==> src/rtl/pipe_stage_skid_pkg.sv <==
`default_nettype none
// ============================================================================
// Module      : pipe_pkg
// Description : Shared types and constants for the skid-buffered pipe stage.
// Revision    : 1.0 - initial release
// ============================================================================
package pipe_pkg;

    // The encoding is {main_v, skid_v}, so valid flags are plain state bits.
    typedef enum logic [1:0] {
        EMPTY = 2'b00,
        ONE   = 2'b10,
        FULL  = 2'b11
    } pipe_state_e;

    localparam logic [31:0] PC_RESET_VAL = 32'h0040_0000;

endpackage : pipe_pkg
`default_nettype wire

==> src/rtl/pipe_stage_skid_sat_counter.sv <==
`default_nettype none
// ============================================================================
// Module      : sat_counter
// Description : Up-counter that sticks at all-ones; async active-high reset.
// Revision    : 1.0 - initial release
// ============================================================================
module sat_counter #(
    parameter int unsigned WIDTH = 16
) (
    input  logic             clk,
    input  logic             rst,
    input  logic             en,
    output logic [WIDTH-1:0] count
);

    logic [WIDTH-1:0] r_count;

    always_ff @(posedge clk or posedge rst) begin
        if (rst) begin
            r_count <= '0;
        end else if (en && (r_count != {WIDTH{1'b1}})) begin
            r_count <= r_count + WIDTH'(1);
        end
    end

    assign count = r_count;

endmodule : sat_counter
`default_nettype wire

==> src/rtl/pipe_stage_skid.sv <==
`default_nettype none
// ============================================================================
// Module      : pipe_stage_skid
// Description : Valid/ready pipeline register with a 2-entry skid buffer and
//               registered in_ready. Optional stall counter is compiled in
//               with PIPE_STAGE_STALL_CNT_EN.
// Revision    : 1.0 - initial release
// ============================================================================
module pipe_stage_skid
    import pipe_pkg::*;
#(
    parameter int unsigned       WIDTH       = 32,
    parameter logic [WIDTH-1:0]  RESET_VAL   = '0,
    parameter int unsigned       STALL_CNT_W = 16
) (
    input  logic                   clk,
    input  logic                   rst,
    input  logic                   flush,
    input  logic                   in_valid,
    output logic                   in_ready,
    input  logic [WIDTH-1:0]       in_data,
    output logic                   out_valid,
    input  logic                   out_ready,
    output logic [WIDTH-1:0]       out_data
`ifdef PIPE_STAGE_STALL_CNT_EN
    ,
    output logic [STALL_CNT_W-1:0] stall_cnt
`endif
);

    pipe_state_e      r_state;
    pipe_state_e      w_state_nxt;
    logic [WIDTH-1:0] r_main_data;
    logic [WIDTH-1:0] r_skid_data;
    logic             w_in_fire;
    logic             w_out_fire;
    logic             w_main_load_in;
    logic             w_main_load_skid;
    logic             w_skid_load;

    // Handshakes decoded from state flops only, so out_ready never reaches in_ready.
    assign w_in_fire  = in_valid  & ~r_state[0];
    assign w_out_fire = out_ready &  r_state[1];

    always_ff @(posedge clk or posedge rst) begin
        if (rst) begin
            r_state <= EMPTY;
        end else begin
            r_state <= w_state_nxt;
        end
    end

    always_comb begin
        w_state_nxt = r_state;
        unique case (r_state)
            EMPTY: if (w_in_fire) w_state_nxt = ONE;
            ONE: begin
                if (w_in_fire && !w_out_fire) begin
                    w_state_nxt = FULL;
                end else if (!w_in_fire && w_out_fire) begin
                    w_state_nxt = EMPTY;
                end
            end
            FULL:  if (w_out_fire) w_state_nxt = ONE;
            default: w_state_nxt = EMPTY;
        endcase
        if (flush) begin
            w_state_nxt = EMPTY;
        end
    end

    always_comb begin
        out_valid        = r_state[1];
        in_ready         = ~r_state[0];
        w_main_load_in   = 1'b0;
        w_main_load_skid = 1'b0;
        w_skid_load      = 1'b0;
        if (!flush) begin
            unique case (r_state)
                EMPTY: w_main_load_in = w_in_fire;
                ONE: begin
                    w_main_load_in = w_in_fire &  w_out_fire;
                    w_skid_load    = w_in_fire & ~w_out_fire;
                end
                FULL:  w_main_load_skid = w_out_fire;
                default: ;
            endcase
        end
    end

    always_ff @(posedge clk or posedge rst) begin
        if (rst) begin
            r_main_data <= RESET_VAL;
            r_skid_data <= RESET_VAL;
        end else begin
            if (w_main_load_in) begin
                r_main_data <= in_data;
            end else if (w_main_load_skid) begin
                r_main_data <= r_skid_data;
            end
            if (w_skid_load) begin
                r_skid_data <= in_data;
            end
        end
    end

    assign out_data = r_main_data;

`ifdef PIPE_STAGE_STALL_CNT_EN
    sat_counter #(
        .WIDTH (STALL_CNT_W)
    ) u_stall_cnt (
        .clk   (clk),
        .rst   (rst),
        .en    (out_valid & ~out_ready),
        .count (stall_cnt)
    );
`endif

endmodule : pipe_stage_skid
`default_nettype wire

==> config.mk <==
export PLATFORM = sky130hd
export DESIGN_NAME = pipe_stage_skid
export DESIGN_NICKNAME = d
export VERILOG_FILES = /design/src/rtl/pipe_stage_skid_pkg.sv /design/src/rtl/pipe_stage_skid_sat_counter.sv /design/src/rtl/pipe_stage_skid.sv
export SDC_FILE = /design/constraint.sdc
export NUM_CORES = 1
export LEC_CHECK = 0
export CAP_MARGIN = 20
export CELL_PAD_IN_SITES_DETAIL_PLACEMENT = 1
export CELL_PAD_IN_SITES_GLOBAL_PLACEMENT = 2
export CORE_MARGIN = 2
export CORE_UTILIZATION = 30
export DETAILED_ROUTE_END_ITERATION = 12
export GPL_ROUTABILITY_DRIVEN = 1
export PLACE_DENSITY = 0.74
export SETUP_SLACK_MARGIN = 0.2
export SYNTH_ARGS = -nofsm -noshare
export SYNTH_HDL_FRONTEND = slang
export SYNTH_SLANG_ARGS = --single-unit
==> constraint.sdc <==
create_clock -name clk -period 2 [get_ports clk]
set_clock_uncertainty 0.1 [all_clocks]
set_input_delay 0.2 -clock clk [delete_from_list [all_inputs] [get_ports clk]]
set_output_delay 0.2 -clock clk [all_outputs]
set_load 0.01 [all_outputs]
==> results of run 1 <==
==> flip-flops by register name (all words and copies together), names as in the netlist <==
register and flops:
out_data 32, r_skid_data 32, r_state 2
==> critical path: cells and delay by family, from the launching register on <==
| kind | cells | cell delay (ns) |
|---|---|---|
| buffers and inverters | 4 | 0.52 |
| flip-flops | 1 | 0.44 |
| AO/OA/AOI/OAI | 3 | 0.44 |
| adder cells (fa/ha/maj) | 1 | 0.17 |
| AND/OR/NAND/NOR | 1 | 0.13 |
==> final cells by class <==
cell class / count / area (um2)
fill: 942 / 4640
sequential: 66 / 1650
multi-input combinational: 128 / 1380
timing repair buffer: 106 / 1220
tap: 129 / 161
clock buffer: 11 / 151
clock inverter: 5 / 52.6
inverter: 3 / 15.0
==> power breakdown <==
part	total [uW]	internal [uW]	switching, uW
Sequential	2310	1940	368
Clock	1150	637	510
Combinational	2280	1460	810
==> stage by stage <==
step / area, um2 / TNS, ns / power [uW]
after floorplan: 2950 / 0 / 3260
after global placement: 3880 / -1.13 / 4140
after detailed placement: 3880 / -2.53 / 4210
after CTS: 4340 / 0 / 5600
after global routing: 4640 / 0 / 6070
final: 4640 / 0 / 5730
==> kinds of logic after synthesis <==
logic type / count (synthesis) / synth area share, %
DFF: 66 / 57.3
AOI/OAI and AO/OA: 47 / 15.0
and+or+nand+nor: 42 / 9.64
muxes: 32 / 12.5
buffers and inverters: 16 / 3.78
adders and majority gates: 4 / 1.74
==> worst max-delay path by stage <==
stage | from | to | slack (ns) | depth (start not counted)
2_1_floorplan | r_state[0]$_DFFE_PP0P_ | r_skid_data[10]$_DFFE_PP0P_ | 0.07 | 6
5_1_grt | r_state[1]$_DFFE_PP0P_ | out_data[22]$_DFFE_PP0P_ | 0.02 | 9
3_3_place_gp | in_valid | out_data[8]$_DFFE_PP0P_ | -0.04 | 5
3_5_place_dp | in_valid | out_data[4]$_DFFE_PP0P_ | -0.1 | 5
6_report | r_state[1]$_DFFE_PP0P_ | out_data[22]$_DFFE_PP0P_ | 0.08 | 9
4_1_cts | r_state[1]$_DFFE_PP0P_ | out_data[4]$_DFFE_PP0P_ | 0.11 | 7
==> layer usage <==
| metal | wire length (um) | track usage, % | share of wire (%) | vias up |
|---|---|---|---|---|
| met2 | 4200 | 26.1 | 47 | 58 |
| met5 | 0 | 0 | 0 | - |
| met3 | 370 | 4.92 | 4.2 | 9 |
| met4 | 87 | 4.51 | 0.98 | 0 |
| li1 | - | - | - | 998 |
| met1 | 4230 | 22.7 | 48 | 1161 |
==> cell usage after synthesis (all sizes together) <==
| cell type | count | area share [%] |
|---|---|---|
| a21boi | 1 | 0.26 |
| a21o | 1 | 0.26 |
| a21oi | 6 | 1.4 |
| a221o | 32 | 11 |
| a2bb2oi | 1 | 0.30 |
| a31o | 1 | 0.30 |
| and2 | 33 | 7.3 |
| buf | 10 | 3.0 |
| clkbuf | 3 | 0.39 |
| dfrtp | 66 | 57 |
| ha | 4 | 1.7 |
| inv | 3 | 0.39 |
| mux2 | 32 | 13 |
| nand3 | 1 | 0.17 |
| nand3b | 1 | 0.26 |
| nand4b | 2 | 0.61 |
| nor2 | 1 | 0.13 |
| nor2b | 1 | 0.22 |
| nor3 | 2 | 0.74 |
| o21a | 1 | 0.52 |
| o21ai | 3 | 0.52 |
| o21bai | 1 | 0.26 |
| or2b | 1 | 0.26 |
==> what timing repair did <==
item	4_1_cts	5_1_grt
resized for setup	16	45
setup endpoints to repair	64	67
setup buffers	11	4
hold buffers	0	0
pin swaps	4	31
cloned	6	5
==> results.json, run 1 <==
{
  "avgSynthCellArea_um2": 13.9,
  "reg2reg_slack_ns": 0.08,
  "nets": 355,
  "dp_hpwl_um": 4600,
  "start_util_pct": 31.0,
  "antenna_found_initial": 0,
  "final_common_cell": "clkdlybuf4s50_1",
  "hold_class": "input pin to asynchronous set/reset pin",
  "drt_iter0_drc": 77,
  "tritoncts": "done",
  "syn_area_um2": 2880,
  "post-route-period-util_pct": 96.0,
  "grt_pass1_vias": 2334,
  "row_count": 35,
  "cellLeakagePower_uw": 0.00197,
  "tightestPinTransition_ns": 0.513,
  "synth_nets": 248,
  "reg2regPathDepth": 9,
  "critPathArrivalTime_ns": 2.04,
  "cts.htree.levels": 3,
  "ios": 71,
  "num_vias": 2226,
  "fmax_mhz": 521,
  "die_w_um": 102,
  "portBuffers": 70,
  "end_kind": "flop",
  "critPathSlowestCell": "dfrtp_2",
  "crit_fanout": 8,
  "clk-insertion-delay-late_ns": 0.34,
  "holdWs_ns": 0.143,
  "grt-ovfl-total": 0,
  "syn2layout_area_growth_pct": 61.1,
  "required_ns": 2.12,
  "pre_cts_ws_ns": -0.0967,
  "grt_usage_pct": 16.7,
  "power_density_nw_per_um2": 1240,
  "crit_type": "flop to flop",
  "critPathLaunchType": "flop",
  "numCtsBuffers": 9,
  "routed_wl_um": 8890,
  "routabilityCongestion": 0.783,
  "die-area_um2": 10400,
  "synthCells": 207,
  "clk_pin_slew_ns": 0.07,
  "fp.coreArea_um2": 9280,
  "finalSetupViolations": 0,
  "instances_no_fill": 448,
  "slew_viol_final": 0,
  "rsz0062_at_grt": "yes",
  "hold_viol": 0,
  "slowest_delay_ns": 0.44,
  "drc_errors": 0,
  "ys_seq_elements": 66,
  "antenna_cells": 0,
  "cap_violations": 0,
  "grt_pass1_wl_um": 12900,
  "placedCellCount": 406,
  "die_h_um": 102,
  "period_minus_slack_ns": 1.92,
  "synth_cell_types": 29,
  "timing.final.ws_setup_ns": 0.0796,
  "detail_route.wl_per_cell_um": 19.8,
  "grt_max_degree": 33,
  "max-slew-margin-rel_pct": 65.7,
  "root_buffer": "clkbuf_8",
  "ant_nets": 0,
  "clock_sinks": 66,
  "clockBufferDepth": 2,
  "r2r_end": "out_data[22]$_DFFE_PP0P_",
  "status": "finished, final reports clean",
  "ys_seq_area_share_pct": 57.3,
  "crit_chain": "buf_4 > inv_2 > ha_4 > a31o_4 > a21oi_4 > buf_12 > clkbuf_16 > and2_4 > a221o_1",
  "fin_util_pct": 50.0,
  "layout_common_cells": "clkdlybuf4s50_1, dfrtp_1, a221o_1, and2_4, mux2_4",
  "vdd_ir_drop_max_mv": 0.552,
  "r2r_start": "r_state[1]$_DFFE_PP0P_",
  "dr.pass1.iters": 4,
  "drive_gt1_share_pct": 39.8,
  "yosysWarningCount": 0,
  "vias_per_cell": 4.97
}
(Power assumes the default switching activity.)
==> inputs of run 2 (changes only) <==
--- a/config.mk
+++ b/config.mk
@@ -14,6 +14,7 @@
 export GPL_ROUTABILITY_DRIVEN = 1
 export PLACE_DENSITY = 0.74
 export SETUP_SLACK_MARGIN = 0.2
+export SLEW_MARGIN = 25
 export SYNTH_ARGS = -nofsm -noshare
 export SYNTH_HDL_FRONTEND = slang
 export SYNTH_SLANG_ARGS = --single-unit
==> results of run 2 <==
Same layout as run 1: the final DEF is identical, and so are final timing and power.
==> inputs of run 3 (changes only) <==
--- a/config.mk
+++ b/config.mk
@@ -8,12 +8,12 @@
 export CAP_MARGIN = 20
 export CELL_PAD_IN_SITES_DETAIL_PLACEMENT = 1
 export CELL_PAD_IN_SITES_GLOBAL_PLACEMENT = 2
-export CORE_MARGIN = 2
 export CORE_UTILIZATION = 30
 export DETAILED_ROUTE_END_ITERATION = 12
 export GPL_ROUTABILITY_DRIVEN = 1
 export PLACE_DENSITY = 0.74
 export SETUP_SLACK_MARGIN = 0.2
+export SKIP_LAST_GASP = 1
 export SLEW_MARGIN = 25
 export SYNTH_ARGS = -nofsm -noshare
 export SYNTH_HDL_FRONTEND = slang
==> run 3 against run 2 <==
Effect of this change: global-route usage rose by 0.13 points; critical path depth fell by 3; core utilization fell by 2.9 points; critical endpoint is now out_data[3]$_DFFE_PP0P_.
==> results.json, run 3 (same netlist as run 1, synthesis figures left out) <==
{
  "max-slew-margin-rel_pct": 69.7,
  "portBuffers": 70,
  "slowest_delay_ns": 0.45,
  "antenna_found_initial": 0,
  "numCtsBuffers": 9,
  "clk_pin_slew_ns": 0.07,
  "routabilityCongestion": 0.738,
  "critPathArrivalTime_ns": 2.01,
  "status": "finished, final reports clean",
  "clock_sinks": 66,
  "drt_iter0_drc": 76,
  "fin_util_pct": 47.0,
  "end_kind": "flop",
  "dp_hpwl_um": 4520,
  "row_count": 35,
  "crit_chain": "ha_4 > buf_4 > a21oi_4 > nor2_4 > bufbuf_16 > a221o_1",
  "finalSetupViolations": 0,
  "post-route-period-util_pct": 93.9,
  "fp.coreArea_um2": 9280,
  "multi_input_area_um2": 1260,
  "detail_route.wl_per_cell_um": 18.3,
  "pre_cts_ws_ns": -0.101,
  "p_switching_uw": 1620,
  "antenna_cells": 0,
  "cellLeakagePower_uw": 0.00186,
  "path_buf_inv": 2,
  "die_w_um": 100,
  "fmax_mhz": 533,
  "ant_nets": 0,
  "layout_common_cells": "clkdlybuf4s50_1, dfrtp_1, and2_1, a221o_1",
  "final_common_cell": "clkdlybuf4s50_1",
  "grt_pass1_wl_um": 12500,
  "grt_max_degree": 33,
  "hold_viol": 0,
  "grt-ovfl-total": 0,
  "hold_class": "input pin to asynchronous set/reset pin",
  "grt_usage_pct": 16.8,
  "rsz0062_at_grt": "yes",
  "fillers": 986,
  "vdd_ir_drop_max_mv": 0.549,
  "power_density_nw_per_um2": 1240,
  "p_clk_share_pct": 18.2,
  "timing.final.ws_setup_ns": 0.122,
  "crit_fanout": 8,
  "vias_per_cell": 4.97,
  "setup_tns_ns": 0,
  "die_h_um": 100,
  "finalPower_uw": 5420,
  "seq_power_share_pct": 42.2,
  "drc_errors": 0,
  "die-area_um2": 10000,
  "tightestPinTransition_ns": 0.453,
  "cts.htree.levels": 3,
  "clk-insertion-delay-late_ns": 0.34,
  "intPower_uw": 3800,
  "period_minus_slack_ns": 1.88,
  "slew_viol_final": 0,
  "switching_share_pct": 29.8,
  "seq_area_um2": 1650,
  "crit_type": "flop to flop",
  "ios": 71,
  "cap_violations": 0,
  "critPathSlowestCell": "dfrtp_2",
  "grt_pass1_vias": 2271,
  "dr.pass1.iters": 4,
  "comb_power_share_pct": 39.5,
  "routed_wl_um": 8090,
  "holdWs_ns": 0.117,
  "cp_top_family": "compound AO/OA/AOI/OAI gates",
  "root_buffer": "clkbuf_8",
  "start_util_pct": 31.0,
  "tritoncts": "done",
  "clockBufferDepth": 2,
  "critPathLaunchType": "flop",
  "num_vias": 2202,
  "nets": 351,
  "syn2layout_area_growth_pct": 51.7,
  "required_ns": 2.13,
  "drive_gt1_share_pct": 30.6
}
-- run 3: changes by cell type in the layout (fill, tap and decap cells not counted), sizes merged --
cell and change:
clkbuf -4, buf -2, bufbuf +1, bufinv -1, clkinv +1
-- run 3: area by class of cell --
class	count	area share, %
flip-flops and latches	66	37.8
multi-input cells	128	28.8
repair buffers	102	25.4
well taps	129	3.70
clock buffers	10	3.15
clock inverters	5	0.716
inverters	3	0.344
-- run 3: repair_timing --
action	CTS	global route
resized for setup	14	8
endpoints found under the setup margin	64	66
hold buffers	0	0
pin swaps	2	9
gates cloned	5	2
setup buffers	10	5
-- run 3: through the flow --
stage / cell area (um2) / std cells
global placement: 3870 / 406
finish: 4370 / 443
detailed placement: 3870 / 406
global route: 4370 / 443
floorplan: 2950 / 207
CTS: 4270 / 436
-- run 3: power groups by stage --
stage | logic (uW) | clock network [uW] | registers, uW
after floorplan | 915 | 0 | 2350
after detailed placement | 1890 | 0 | 2290
after CTS | 2090 | 1020 | 2280
after global placement | 1840 | 0 | 2280
final | 2140 | 988 | 2290
after global routing | 2320 | 1070 | 2360
-- run 3: final timing paths --
check                      slack [ns]                       start                         end  cells after the start
max reg2reg                      0.12      r_state[1]$_DFFE_PP0P_     out_data[3]$_DFFE_PP0P_                      6
min                              0.12                         rst  r_skid_data[1]$_DFFE_PP0P_                      2
max in group asynchronous        1.18                         rst    out_data[31]$_DFFE_PP0P_                      3
min reg2reg                      0.40  r_skid_data[2]$_DFFE_PP0P_  r_skid_data[2]$_DFFE_PP0P_                      1
max                              0.12      r_state[1]$_DFFE_PP0P_     out_data[3]$_DFFE_PP0P_                      6
min in group clk                 0.40                 in_data[24]    out_data[24]$_DFFE_PP0P_                      2
-- run 3: layer usage --
| metal | part of all wire [%] | routed length, um | GRT usage [%] | up-vias |
|---|---|---|---|---|
| met5 | 0 | 0 | 0 | - |
| met2 | 48 | 3870 | 26.5 | 61 |
| met1 | 46 | 3710 | 22.6 | 1152 |
| li1 | - | - | - | 980 |
| met4 | 1.3 | 106 | 5.35 | 0 |
| met3 | 5.0 | 403 | 4.53 | 9 |
